$ cat src/rtl/btn_debounce.sv
// btn_debounce: synchronises a bouncy button, samples it on each tick_clk rising edge
// and accepts a new level after SAMPLES agreeing samples, with press/release pulses.
module btn_debounce #(
    parameter int SAMPLES     = 4,
    parameter int SYNC_STAGES = 2
) (
    input  logic clk,
    input  logic n_rst,
    input  logic tick_clk,
    input  logic btn_in,
    output logic btn_level,
    output logic btn_press,
    output logic btn_release
);
    localparam int CW = $clog2(SAMPLES + 1);

    typedef enum logic [1:0] {STABLE_LOW, CHECK_HIGH, STABLE_HIGH, CHECK_LOW} state_t;

    state_t                 state;
    logic [1:0]             tick_sync;
    logic                   tick_prev;
    logic [SYNC_STAGES-1:0] btn_sr;
    logic [CW-1:0]          cnt;
    logic                   sample_en;
    logic                   btn_sync;
    logic                   last;

    assign sample_en = tick_sync[1] & ~tick_prev;
    assign btn_sync  = btn_sr[SYNC_STAGES-1];
    // the sample now being taken is the SAMPLES-th agreeing one
    assign last      = cnt == CW'(SAMPLES - 1);

    always_ff @(posedge clk or negedge n_rst) begin
        if (!n_rst) begin
            tick_sync <= '0;
            tick_prev <= 1'b0;
            btn_sr    <= '0;
        end else begin
            tick_sync <= {tick_sync[0], tick_clk};
            tick_prev <= tick_sync[1];
            btn_sr    <= {btn_sr[SYNC_STAGES-2:0], btn_in};
        end
    end

    always_ff @(posedge clk or negedge n_rst) begin
        if (!n_rst) begin
            state       <= STABLE_LOW;
            cnt         <= '0;
            btn_level   <= 1'b0;
            btn_press   <= 1'b0;
            btn_release <= 1'b0;
        end else begin
            btn_press   <= 1'b0;
            btn_release <= 1'b0;
            if (sample_en) begin
                case (state)
                    STABLE_LOW: if (btn_sync) begin
                        state <= CHECK_HIGH;
                        cnt   <= CW'(1);
                    end
                    CHECK_HIGH: if (!btn_sync) begin
                        state <= STABLE_LOW;
                        cnt   <= '0;
                    end else if (last) begin
                        state     <= STABLE_HIGH;
                        cnt       <= '0;
                        btn_level <= 1'b1;
                        btn_press <= 1'b1;
                    end else begin
                        cnt <= cnt + 1'b1;
                    end
                    STABLE_HIGH: if (!btn_sync) begin
                        state <= CHECK_LOW;
                        cnt   <= CW'(1);
                    end
                    CHECK_LOW: if (btn_sync) begin
                        state <= STABLE_HIGH;
                        cnt   <= '0;
                    end else if (last) begin
                        state       <= STABLE_LOW;
                        cnt         <= '0;
                        btn_level   <= 1'b0;
                        btn_release <= 1'b1;
                    end else begin
                        cnt <= cnt + 1'b1;
                    end
                    default: state <= STABLE_LOW;
                endcase
            end
        end
    end
endmodule

$ cat config.mk
export PLATFORM = sky130hd
export DESIGN_NAME = btn_debounce
export DESIGN_NICKNAME = d
export VERILOG_FILES = /design/src/rtl/btn_debounce.sv
export SDC_FILE = /design/constraint.sdc
export NUM_CORES = 1
export LEC_CHECK = 0
export CAP_MARGIN = 40
export CORE_AREA = 2 2 39 41
export CTS_BUF_LIST = sky130_fd_sc_hd__clkbuf_8
export DETAILED_ROUTE_END_ITERATION = 12
export DIE_AREA = 0 0 41 43
export SYNTH_ARGS = -nofsm -noshare
export SYNTH_HDL_FRONTEND = slang
export SYNTH_SLANG_ARGS = --single-unit
$ cat constraint.sdc
create_clock -name clk -period 2.27 [get_ports clk]
set_clock_uncertainty 0.1 [all_clocks]
set_input_delay 0.3405 -clock clk [delete_from_list [all_inputs] [get_ports clk]]
set_output_delay 0.3405 -clock clk [all_outputs]
set_load 0.05 [all_outputs]
==> results.md <==
- DRC: 0
- Clock latency on the worst-skew pair: 250 ps
- Most area-consuming cells after synthesis: dfrtp_1, ha_1, nand2b_1, mux2i_1, o21ai_0
- Layout cells sized above 1: 0.0612
- Largest net degree at the start of global routing: 14
- Syn_nets: 44
- Final Setup Violations: 0
- Worst-Margin Slew: 568 ps
- DRT antenna net count: 0
- R2R Setup Slk: 810 ps
- Post-layout min period: 1860 ps
- Cells after Synth: 39
- Worst r2r src: cnt[0]
- H-tree depth: 1
- Slew HR: 0.620
- Sequential cell area fraction in the yosys report: 0.652
- Clock Tree Root: clkbuf_8
- Drt pass-1 iters: 1
- Worst Hold Endpoint: tick_sync[1]
- Yosys warning total: 0
- Row cnt: 14
- Number of buffers and inverters on the critical path: 1
- Worst r2r path cells: 4
- Crit-path max cell delay: 810 ps
- Area of the mapped netlist: 499 sq um
- CTS tree: yes
- Crit Path Max Fanout: 3
- GP Congestion: 0.673
- First-pass GRT wire length: 1520 microns
- Final worst-path cycle share: 0.820
- Via Count: 333
- Crit path kind: register to primary output
- Commonest cells after routing, fill and taps aside: dfrtp_1, clkdlybuf4s50_1, clkbuf_8
- Critical path's slowest cell: clkdlybuf4s50_1
- Post CTS Setup Buffer Count: 0
- Post-DR wirelength/cell: 12.5 microns
- Largest delay contributor family on the critical path: buffers and inverters
- Critical path arrival: 1420 ps
- I/O pin cnt: 7
- Final HPWL DP: 627 microns
- Netlist cell types: 24
- Most common cell after layout, fill and taps aside: dfrtp_1
- Avg Inst Size Synth: 12.8 sq um
- Remaining Overflow, GRT: 0
- Startpoint types: register
- Clk pin slew, worst setup/hold paths: 50 ps
- Die ar.: 1760 sq um
- Initial Util: 0.361
- Port Buf Inserts: 6
- Worst min path class: register to register
- CTS Buf Count: 3
- Final setup margin: 409 ps
- CTS max path bufs: 2
- Setup_tns: 0 ps
- RSZ-0062 raised after global routing: no
- Fmax: 537 MHz
- Hold path depth: 0
- MaxCap Viol Count: 0
- Vias/cell: 5.12
- Synth-to-Final Area Change: 25.1%
- Inserted Diodes: 0
- Final total power: 0.000664 W
- Routed WL: 813 microns
- Max IR drop VDD: 503 uV
- Final hold vios: 0
- Data required, critical path: 1830 ps
- Lkg Pwr: 0.286 nW
- Critical Path Sink Type: primary output
- Final Slew Violations: 0
- Outcome: finished clean
- R2r endpoint: state[0]
- GRT Util Overall: 0.144
- Cell accounting for the most synthesized area: dfrtp_1
- CP cell instances: clkdlybuf4s50_1
- Initial antenna violation count: 0
- Die Span Y: 43 microns
- Area share of the largest cell type after synthesis: 0.652
- Die W: 41 microns
- Detailed Route Iter0 Violations: 0
- Placement Setup Slack: 674 ps
- CTS Hold Bufs: 0
- Post-CTS Resized: 0
- Register bit total from synthesis: 13
- PD cells: 1060 nW/um^2
- CTS Sinks: 13
- Nets: 55
- HP Start: tick_sync[0]
- Vias in the first global route: 343
- CORE AREA: 1380 sq um
[layout make-up]
cell class	count	area, sq um
flip-flops and latches	13	325
repair buffers	6	60.1
fillers	137	759
inverters	1	3.75
clock buffers	3	41.3
multi-input cells	25	170
well taps	16	20.0
clock inverters	1	3.75
[cell usage after synthesis]
cell,instances
mux2i_1,1
a21o_1,1
ha_1,1
a22o_1,1
nor4b_1,1
or3_1,1
nand3_1,1
o21ai_0,2
xnor2_1,1
o31ai_1,1
nand2_1,1
a21oi_1,1
a31oi_1,1
nand3b_1,1
nand2b_1,2
nor2b_1,1
and3_1,1
dfrtp_1,13
and3b_1,1
nor2_1,2
a2bb2oi_1,1
nor3_1,1
inv_1,1
o21a_1,1
[worst max path at each step]
stage	from	to	slack, ps	cells after the start
after global placement	btn_level	btn_level	690	1
after global routing	btn_level	btn_level	360	1
after floorplan	cnt[0]	state[0]	880	4
after detailed placement	btn_level	btn_level	670	1
final	btn_level	btn_level	410	1
after CTS	btn_level	btn_level	400	1
[sequential cells by signal, summed over array words and instances (netlist names), named ones only]
| register | flops |
|---|---|
| cnt | 3 |
| btn_sr | 2 |
| tick_sync | 2 |
| btn_level | 1 |
| btn_press | 1 |
| btn_release | 1 |
| state | 1 |
| tick_prev | 1 |
[report_power, final]
group	total, W	leakage (nW)	internal (W)	switching, W
Clock	0.000205	0.0269	0.000120	0.0000851
Combinational	0.000152	0.0951	0.0000710	0.0000812
Sequential	0.000307	0.164	0.000271	0.0000359
Total	0.000664	0.286	0.000462	0.000202
[per-stage QoR]
stage	area, sq um	cells	hold WS [ps]	util
2_1_floorplan	499	39	-55.1	-
3_3_place_gp	579	61	241	0.419
3_5_place_dp	579	61	243	0.419
4_1_cts	624	65	251	0.451
5_1_grt	624	65	254	0.451
6_report	624	65	248	0.451
[logic make-up (layout without fill, tap and decap cells)]
logic type / count (synthesis) / count (layout) / synth area share
xor+xnor: 1 / 1 / 0.0175
simple gates: 13 / 13 / 0.155
fa+ha+maj: 1 / 1 / 0.0251
buf+inv: 1 / 11 / 0.00751
compound gates: 9 / 9 / 0.123
mux: 1 / 1 / 0.0201
flops: 13 / 13 / 0.652
[layer usage]
metal | vias to the layer above | GRT usage | wire length [microns]
met5 | - | 0 | 0
met1 | 159 | 0.159 | 330
met3 | 5 | 0.0628 | 41
met4 | 0 | 0.140 | 43
li1 | 160 | - | -
met2 | 9 | 0.191 | 397
Note: power is estimated with default switching activity, not from simulation.
